### config.mk
export PLATFORM = sky130hd
export DESIGN_NAME = pipe_ctrl_chain
export DESIGN_NICKNAME = d
export VERILOG_FILES = /design/src/rtl/pipe_ctrl_chain.sv
export SDC_FILE = /design/constraint.sdc
export NUM_CORES = 1
export LEC_CHECK = 0
export ABC_CLOCK_PERIOD_IN_PS = 2000
export BUFFER_PORTS_ARGS = -buffer_cell sky130_fd_sc_hd__buf_2
export CORE_MARGIN = 10
export CORE_UTILIZATION = 35
export DETAILED_ROUTE_END_ITERATION = 6
export GPL_ROUTABILITY_DRIVEN = 0
export GPL_TIMING_DRIVEN = 0
export HOLD_SLACK_MARGIN = 0.05
export PLACE_DENSITY = 0.7
export RECOVER_POWER = 100
export SLEW_MARGIN = 20
export SYNTH_ARGS = -nofsm -noshare
export SYNTH_HDL_FRONTEND = slang
export SYNTH_SLANG_ARGS = --single-unit
### constraint.sdc
create_clock -name clk -period 2 [get_ports clk]
set_input_delay 0.2 -clock clk [delete_from_list [all_inputs] [get_ports clk]]
set_output_delay 0.2 -clock clk [all_outputs]
set_load 0.03 [all_outputs]
### src/rtl/pipe_ctrl_chain.sv
// rtl/pipe_ctrl_chain.sv - multi-stage control-bundle pipeline with hold/flush, bubble counter and hold error flag
module pipe_ctrl_chain #(
  parameter int               WIDTH  = 8,
  parameter int               NSTAGE = 3,
  parameter logic [WIDTH-1:0] BUBBLE = '0,
  parameter int               CNTW   = 16
) (
  input  logic                      clk,
  input  logic                      reset,
  input  logic [WIDTH-1:0]          in_ctrl,
  input  logic                      in_valid,
  input  logic [NSTAGE-1:0]         hold,
  input  logic [NSTAGE-1:0]         flush,
  input  logic                      cnt_clr,
  output logic [NSTAGE*WIDTH-1:0]   ctrl_o,
  output logic [NSTAGE-1:0]         valid_o,
  output logic [CNTW-1:0]           bubble_cnt,
  output logic                      hold_err
);

  localparam logic [CNTW-1:0] CNT_MAX = '1;

  logic [NSTAGE*WIDTH-1:0] ctrl_q, ctrl_d;
  logic [NSTAGE-1:0]       valid_q, valid_d;
  logic [CNTW-1:0]         cnt_q, cnt_d;
  logic                    err_q, err_d;
  logic                    bubble_ev;
  logic                    hold_viol;

  always_comb begin
    ctrl_d    = ctrl_q;
    valid_d   = valid_q;
    bubble_ev = 1'b0;

    // Stage 0 takes its source from decode and has no upstream stage to stall it.
    if (flush[0]) begin
      ctrl_d[0 +: WIDTH] = BUBBLE;
      valid_d[0]         = 1'b0;
      bubble_ev          = 1'b1;
    end else if (!hold[0]) begin
      ctrl_d[0 +: WIDTH] = in_ctrl;
      valid_d[0]         = in_valid;
    end

    for (int k = 1; k < NSTAGE; k++) begin
      if (flush[k]) begin
        ctrl_d[k*WIDTH +: WIDTH] = BUBBLE;
        valid_d[k]               = 1'b0;
        bubble_ev                = 1'b1;
      end else if (hold[k]) begin
        ctrl_d[k*WIDTH +: WIDTH] = ctrl_q[k*WIDTH +: WIDTH];
        valid_d[k]               = valid_q[k];
      end else if (hold[k-1]) begin
        ctrl_d[k*WIDTH +: WIDTH] = BUBBLE;
        valid_d[k]               = 1'b0;
        bubble_ev                = 1'b1;
      end else begin
        ctrl_d[k*WIDTH +: WIDTH] = ctrl_q[(k-1)*WIDTH +: WIDTH];
        valid_d[k]               = valid_q[k-1];
      end
    end
  end

  generate
    if (NSTAGE > 1) begin : g_viol
      assign hold_viol = |(hold[NSTAGE-1:1] & ~hold[NSTAGE-2:0]);
    end else begin : g_no_viol
      assign hold_viol = 1'b0;
    end
  endgenerate

  always_comb begin
    cnt_d = cnt_q;
    if (cnt_clr) begin
      cnt_d = '0;
    end else if (bubble_ev && cnt_q != CNT_MAX) begin
      cnt_d = cnt_q + 1'b1;
    end
    err_d = err_q | hold_viol;
  end

  always_ff @(posedge clk or negedge reset) begin
    if (!reset) begin
      ctrl_q  <= {NSTAGE{BUBBLE}};
      valid_q <= '0;
      cnt_q   <= '0;
      err_q   <= 1'b0;
    end else begin
      ctrl_q  <= ctrl_d;
      valid_q <= valid_d;
      cnt_q   <= cnt_d;
      err_q   <= err_d;
    end
  end

  assign ctrl_o     = ctrl_q;
  assign valid_o    = valid_q;
  assign bubble_cnt = cnt_q;
  assign hold_err   = err_q;

endmodule

==> results.json, run 1 <==
{
  "cp-end-kind": "register",
  "clock_tree.root_cell": "sky130_fd_sc_hd__clkbuf_8",
  "post-place-cells": 349,
  "vdd_ir_drop_max_v": 0.0002843,
  "antenna_found_initial": 0,
  "power.static_leakage_nw": 1.088,
  "die-height_um": 98.67,
  "hold_path_class": "primary input to asynchronous set/reset pin",
  "preCtsSetupSlack_ns": -0.1032,
  "core_um2": 5956,
  "layout.nets": 303,
  "start_kind": "register",
  "drt_first_pass_iters": 4,
  "worst_slew_pin_slew_ns": 1.126,
  "global_route.overflow_total": 0,
  "mappedNetlistArea_um2": 2166,
  "chipWidth_um": 98.67,
  "clock_tree.htree_level_count": 2,
  "rsz0062_at_grt": "no",
  "post_synth_mux_area_share_pct": 6.759,
  "setup-violations-final": 0,
  "avgRoutedWirePerCell_um": 16.45,
  "first_global_vias": 1969,
  "fin_crit_ns": 1.903,
  "final_cells": 359,
  "total_power_mw": 1.663,
  "syn_inst": 216,
  "synthesis.yosys.warnings": 0,
  "critPathRequiredTime_ns": 2.18,
  "clk_path_buf_depth": 2,
  "post-route-drc-count": 0,
  "cap_violations": 0,
  "number_of_flops_mapped_to_enable_cells_by_yosys": 0,
  "postSynth.asyncResetShare_pct": 100.0,
  "fin_skew_ns": 0.003567,
  "die_area_um2": 9735,
  "core.rowCount": 28,
  "clock_tree_from_tritoncts": "done",
  "initial_core_util_pct": 36.37,
  "synthDominantCellAreaShare_pct": 50.84,
  "power_density_nw_per_um2": 638.4,
  "grt_max_degree": 45,
  "synth_compound_gate_area_share_pct": 13.92,
  "place_hpwl_um": 4409,
  "cts_sinks": 44,
  "critPathArrivalTime_ns": 2.09,
  "post-synth-top-area-cell": "sky130_fd_sc_hd__dfrtp_1",
  "total_clock_buffers_created_by_cts": 5,
  "final_hold_viol_count": 0,
  "boundaryPins": 62,
  "syn_to_final_growth_pct": 20.28,
  "antenna_cells_inserted": 0,
  "yosysUniqueCellTypes": 39,
  "postRouteWirelength_um": 5904,
  "dr_total_vias": 1942,
  "grt_first_pass_wirelength_um": 9563,
  "maxSlewHeadroom_pct": 24.96,
  "synthAdderAreaFrac_pct": 0.5777,
  "worst_setup_hold_path_clk_slew_ns": 0.08,
  "port_buffer_count": 58,
  "crit_type": "register to register",
  "first_iter_violations": 61,
  "worst_skew_pair.late_latency_ns": 0.30,
  "dominantRegCellSynth": "sky130_fd_sc_hd__dfrtp_1",
  "setup_ws_ns": 0.09744,
  "ys_ff_latch": 44,
  "synthesis.nets": 235,
  "final-max-slew-violation-count": 0,
  "crit_path_max_fanout": 7,
  "grtUsageTotal_pct": 11.69,
  "yosys.cell_count.top_type": "sky130_fd_sc_hd__dfrtp_1",
  "layout_worst_path_cycle_share_pct": 95.13,
  "largest_family_of_logic_cells_by_synthesized_area": "simple AND/OR/NAND/NOR gates",
  "netlist_top_cells_area": "sky130_fd_sc_hd__dfrtp_1 (51%), sky130_fd_sc_hd__nor2_1 (6.4%), sky130_fd_sc_hd__a21oi_1 (5.3%), sky130_fd_sc_hd__nor3b_1 (4.5%), sky130_fd_sc_hd__mux2i_1 (4.2%)",
  "detail-route-antenna-nets": 0,
  "vias_per_cell": 5.409,
  "timing.fmax_mhz": 525.6,
  "synth.avg_cell_area_um2": 10.03,
  "post_route_cells_drive_above_1_share_pct": 12.32,
  "post-route-util_pct": 43.74,
  "post_synth_xor_area_fraction_pct": 0,
  "run_status": "finished, final reports clean",
  "leading_post_synthesis_cells_by_instance_count": "sky130_fd_sc_hd__dfrtp_1 (44), sky130_fd_sc_hd__nor2_1 (37), sky130_fd_sc_hd__a21oi_1 (23)",
  "yosysSeqAreaShare_pct": 50.84,
  "yosys.area_share.simple_pct": 23.80
}
-- kinds of logic (layout without fill, tap and decap cells) --
family / count (synthesis) / count (layout)
mux: 14 / 14
fa+ha+maj: 1 / 1
compound gates: 45 / 45
buf+inv: 17 / 85
simple gates: 95 / 95
flops: 44 / 44
-- stage by stage --
step	TNS (ns)	hold WS (ns)	instance area (um2)
3_3_place_gp	-0.1443	0.4197	2561
5_1_grt	0	0.1510	2605
4_1_cts	0	0.09565	2643
3_5_place_dp	-0.1987	0.4232	2561
2_1_floorplan	0	-0.09559	2177
6_report	0	0.1115	2605
-- flip-flops by register name, summed over array words and instances (netlist names) --
register    count
valid_o         3
ctrl_o         24
hold_err        1
bubble_cnt     16
-- layout by cell type (no fill, tap or decap), types with 2 or more instances in the layout --
| cell type | count |
|---|---|
| sky130_fd_sc_hd__a21oi_1 | 23 |
| sky130_fd_sc_hd__a22oi_1 | 5 |
| sky130_fd_sc_hd__and3_1 | 3 |
| sky130_fd_sc_hd__buf_2 | 13 |
| sky130_fd_sc_hd__buf_4 | 3 |
| sky130_fd_sc_hd__buf_6 | 3 |
| sky130_fd_sc_hd__clkbuf_1 | 56 |
| sky130_fd_sc_hd__clkbuf_8 | 5 |
| sky130_fd_sc_hd__dfrtp_1 | 42 |
| sky130_fd_sc_hd__dfrtp_2 | 2 |
| sky130_fd_sc_hd__inv_1 | 2 |
| sky130_fd_sc_hd__mux2_1 | 5 |
| sky130_fd_sc_hd__mux2i_1 | 9 |
| sky130_fd_sc_hd__nand2_1 | 9 |
| sky130_fd_sc_hd__nand3_1 | 3 |
| sky130_fd_sc_hd__nand4_1 | 3 |
| sky130_fd_sc_hd__nor2_1 | 37 |
| sky130_fd_sc_hd__nor2b_1 | 5 |
| sky130_fd_sc_hd__nor3_1 | 2 |
| sky130_fd_sc_hd__nor3b_1 | 13 |
| sky130_fd_sc_hd__nor4_1 | 5 |
| sky130_fd_sc_hd__o211ai_1 | 2 |
| sky130_fd_sc_hd__o21ai_0 | 4 |
| sky130_fd_sc_hd__o31ai_1 | 6 |
| sky130_fd_sc_hd__or4_1 | 6 |
-- repair_timing --
item | in CTS | in global routing
pin swaps | 1 | 2
endpoints found under the setup margin | 2 | 2
gates cloned | 0 | 0
hold buffers | 0 | 0
buffers inserted | 0 | 3
resized for setup | 0 | 5
-- per-layer routing --
metal	wire length [um]	part of all wire [%]	up-vias	global-route usage [%]
met3	482	8.2	6	4.539
li1	-	-	922	-
met5	0	0	-	0
met4	41	0.69	0	3.418
met1	2578	44	945	13.65
met2	2802	47	69	19.42
-- layout make-up --
class	instances	area (um2)
Tap cell	75	93.84
Clock inverter	2	12.51
Timing Repair Buffer	61	257.7
Sequential cell	44	1104
Fill cell	624	3351
Multi-Input combinational cell	155	982.2
Clock buffer	5	68.82
Inverter	2	7.507
Buffer	15	78.83
-- worst max-delay path: stages (launching register included) --
cell and delay (ns):
sky130_fd_sc_hd__dfrtp_2 0.42, sky130_fd_sc_hd__ha_4 0.17, sky130_fd_sc_hd__nand4_1 0.20, sky130_fd_sc_hd__nor4_4 0.44, sky130_fd_sc_hd__buf_6 0.18, sky130_fd_sc_hd__nor4b_1 0.06
sky130_fd_sc_hd__mux2_1 0.31
-- worst paths after layout --
kind | startpoint | end | slack, ns | depth (start not counted)
min reg2reg | hold_err$_DFF_PN0_ | hold_err$_DFF_PN0_ | 0.47 | 1
max | bubble_cnt[0]$_DFFE_PN0P_ | bubble_cnt[6]$_DFFE_PN0P_ | 0.1 | 6
max in group asynchronous | reset | bubble_cnt[1]$_DFFE_PN0P_ | 1.13 | 1
min | reset | ctrl_o[12]$_DFFE_PN0P_ | 0.11 | 1
max reg2reg | bubble_cnt[0]$_DFFE_PN0P_ | bubble_cnt[6]$_DFFE_PN0P_ | 0.1 | 6
min in group clk | in_ctrl[5] | ctrl_o[5]$_DFFE_PN0P_ | 0.14 | 3
-- report_power, final --
part           switching, mW  internal, mW  total, mW  leakage [nW]
registers             0.0207         0.910      0.930         0.597
logic                  0.138        0.0567      0.195         0.450
clock network          0.301         0.237      0.538        0.0400
total                  0.460          1.20       1.66          1.09
Power figures use the tool's default switching activity.
==> run 2: changes to the inputs <==
Settings changed: CORE_UTILIZATION 35 to 46, PLACE_DENSITY 0.7 to 0.85.
==> run 2 against run 1 <==
Effect of this change: flip-flop and latch count did not move; critical path type unchanged; combinational power barely moved; largest cell class unchanged; largest power group unchanged; non-clock buffer count down 2.
==> results.json, run 2 (synthesis gave the netlist of run 1 again) <==
{
  "hold_path_class": "primary input to asynchronous set/reset pin",
  "vdd_ir_drop_max_v": 0.0003238,
  "post_route_cells_drive_above_1_share_pct": 15.90,
  "start_kind": "register",
  "grt_first_pass_wirelength_um": 8949,
  "power_density_nw_per_um2": 699.4,
  "total_power_mw": 1.825,
  "grt_max_degree": 45,
  "postRouteWirelength_um": 5434,
  "fin_skew_ns": 0.007895,
  "clock_tree.htree_level_count": 2,
  "worst_setup_hold_path_clk_slew_ns": 0.09,
  "crit_type": "register to register",
  "ctsHoldBuffers": 0,
  "dr_total_vias": 1901,
  "max_ffs_per_register": 24,
  "rsz0062_at_grt": "yes",
  "most-common-layout-cells": "sky130_fd_sc_hd__clkbuf_1 (46), sky130_fd_sc_hd__dfrtp_1 (42), sky130_fd_sc_hd__nor2_1 (37)",
  "worst_slew_pin_slew_ns": 1.067,
  "drt_first_pass_iters": 4,
  "timing.fmax_mhz": 525.1,
  "syn_to_final_growth_pct": 20.51,
  "clock_tree_from_tritoncts": "done",
  "power.static_leakage_nw": 1.138,
  "boundaryPins": 62,
  "series_of_cell_instances_along_the_critical_path": "ha_1 -> nand4_1 -> nor4_4 -> buf_2 -> nor4b_1 -> mux2_1",
  "chipWidth_um": 88.62,
  "port_buffer_count": 58,
  "first_iter_violations": 112,
  "fill_cells": 398,
  "first_global_vias": 1922,
  "core.rowCount": 24,
  "final_hold_viol_count": 0,
  "cts_sinks": 44,
  "clock_tree.root_cell": "sky130_fd_sc_hd__clkbuf_8",
  "vias_per_cell": 5.675,
  "final-max-slew-violation-count": 0,
  "maxSlewHeadroom_pct": 28.88,
  "cp-end-kind": "register",
  "initial_core_util_pct": 48.73,
  "cap_violations": 0,
  "critPathArrivalTime_ns": 2.09,
  "grtUsageTotal_pct": 14.13,
  "total_clock_buffers_created_by_cts": 5,
  "critPathRequiredTime_ns": 2.19,
  "detail-route-antenna-nets": 0,
  "die_area_um2": 7853,
  "run_status": "finished, final reports clean",
  "antenna_cells_inserted": 0,
  "crit_path_max_fanout": 10,
  "critPathMaxStageDelay_ns": 0.43,
  "final_cells": 335,
  "layout.nets": 301,
  "cpMaxStageDelayCell": "sky130_fd_sc_hd__dfrtp_2",
  "fin_crit_ns": 1.904,
  "antenna_found_initial": 0,
  "setup-violations-final": 0,
  "leading_cell_type_in_the_layout_fill_and_taps_excluded": "sky130_fd_sc_hd__clkbuf_1",
  "post-route-util_pct": 58.73,
  "clk_path_buf_depth": 2,
  "layout_worst_path_cycle_share_pct": 95.22,
  "avgRoutedWirePerCell_um": 16.22,
  "post-place-cells": 326,
  "worst_skew_pair.late_latency_ns": 0.30,
  "post-route-drc-count": 0,
  "core_um2": 4444,
  "fin_worst_hold_slack_ns": 0.07951,
  "global_route.overflow_total": 0,
  "die-height_um": 88.62,
  "place_hpwl_um": 4062
}
run 2: metal layers:
| layer | vias to the layer above | track usage, % | share of wire [%] |
|---|---|---|---|
| li1 | 912 | - | - |
| met1 | 911 | 17.36 | 42 |
| met2 | 72 | 22.71 | 47 |
| met3 | 6 | 5.331 | 10 |
| met4 | 0 | 3.965 | 0.90 |
| met5 | - | 0 | 0 |
run 2: worst max-delay path: cells and delay by family, from the launching register on:
family | cells | cell delay, ns
flip-flops | 1 | 0.43
multiplexers | 1 | 0.35
adder cells (fa/ha/maj) | 1 | 0.26
AND/OR/NAND/NOR | 3 | 0.58
buffers and inverters | 1 | 0.18
run 2: worst paths after layout:
path	from	endpoint	slack [ns]	cells past startpoint
worst max-delay path	bubble_cnt[0]$_DFFE_PN0P_	bubble_cnt[6]$_DFFE_PN0P_	0.1	6
worst min-delay path	reset	ctrl_o[20]$_DFFE_PN0P_	0.08	1
worst max register to register	bubble_cnt[0]$_DFFE_PN0P_	bubble_cnt[6]$_DFFE_PN0P_	0.1	6
worst min register to register	hold_err$_DFF_PN0_	hold_err$_DFF_PN0_	0.48	1
max in group asynchronous	reset	bubble_cnt[1]$_DFFE_PN0P_	1.20	1
min in group clk	in_ctrl[5]	ctrl_o[5]$_DFFE_PN0P_	0.14	3
run 2: cell type report:
type	count	area [um2]	share of cell area [%]
flip-flops and latches	44	1104	42.28
multi-input cells	155	991.0	37.97
repair buffers	59	255.2	9.780
plain buffers	15	72.57	2.780
clock buffers	5	68.82	2.637
well taps	52	65.06	2.493
clock inverters	3	46.29	1.774
inverters	2	7.507	0.2876
run 2: where the power goes:
part           internal (mW)  switching, mW
combinational         0.0565          0.137
clock                  0.376          0.328
sequential             0.910         0.0181
total                   1.34          0.483
run 2: per-stage QoR:
| stage | area, um2 | worst slack, ns | setup TNS, ns |
|---|---|---|---|
| floorplan | 2177 | 0.01784 | 0 |
| global placement | 2532 | -0.04865 | -0.09344 |
| detailed placement | 2532 | -0.03273 | -0.06476 |
| CTS | 2648 | 0.06745 | 0 |
| global route | 2610 | -0.02261 | -0.02498 |
| finish | 2610 | 0.09556 | 0 |
run 2: repair_timing:
item | CTS | global route
pin swaps | 1 | 1
buffers inserted | 0 | 1
setup endpoints to repair | 2 | 2
gates resized for setup | 0 | 1
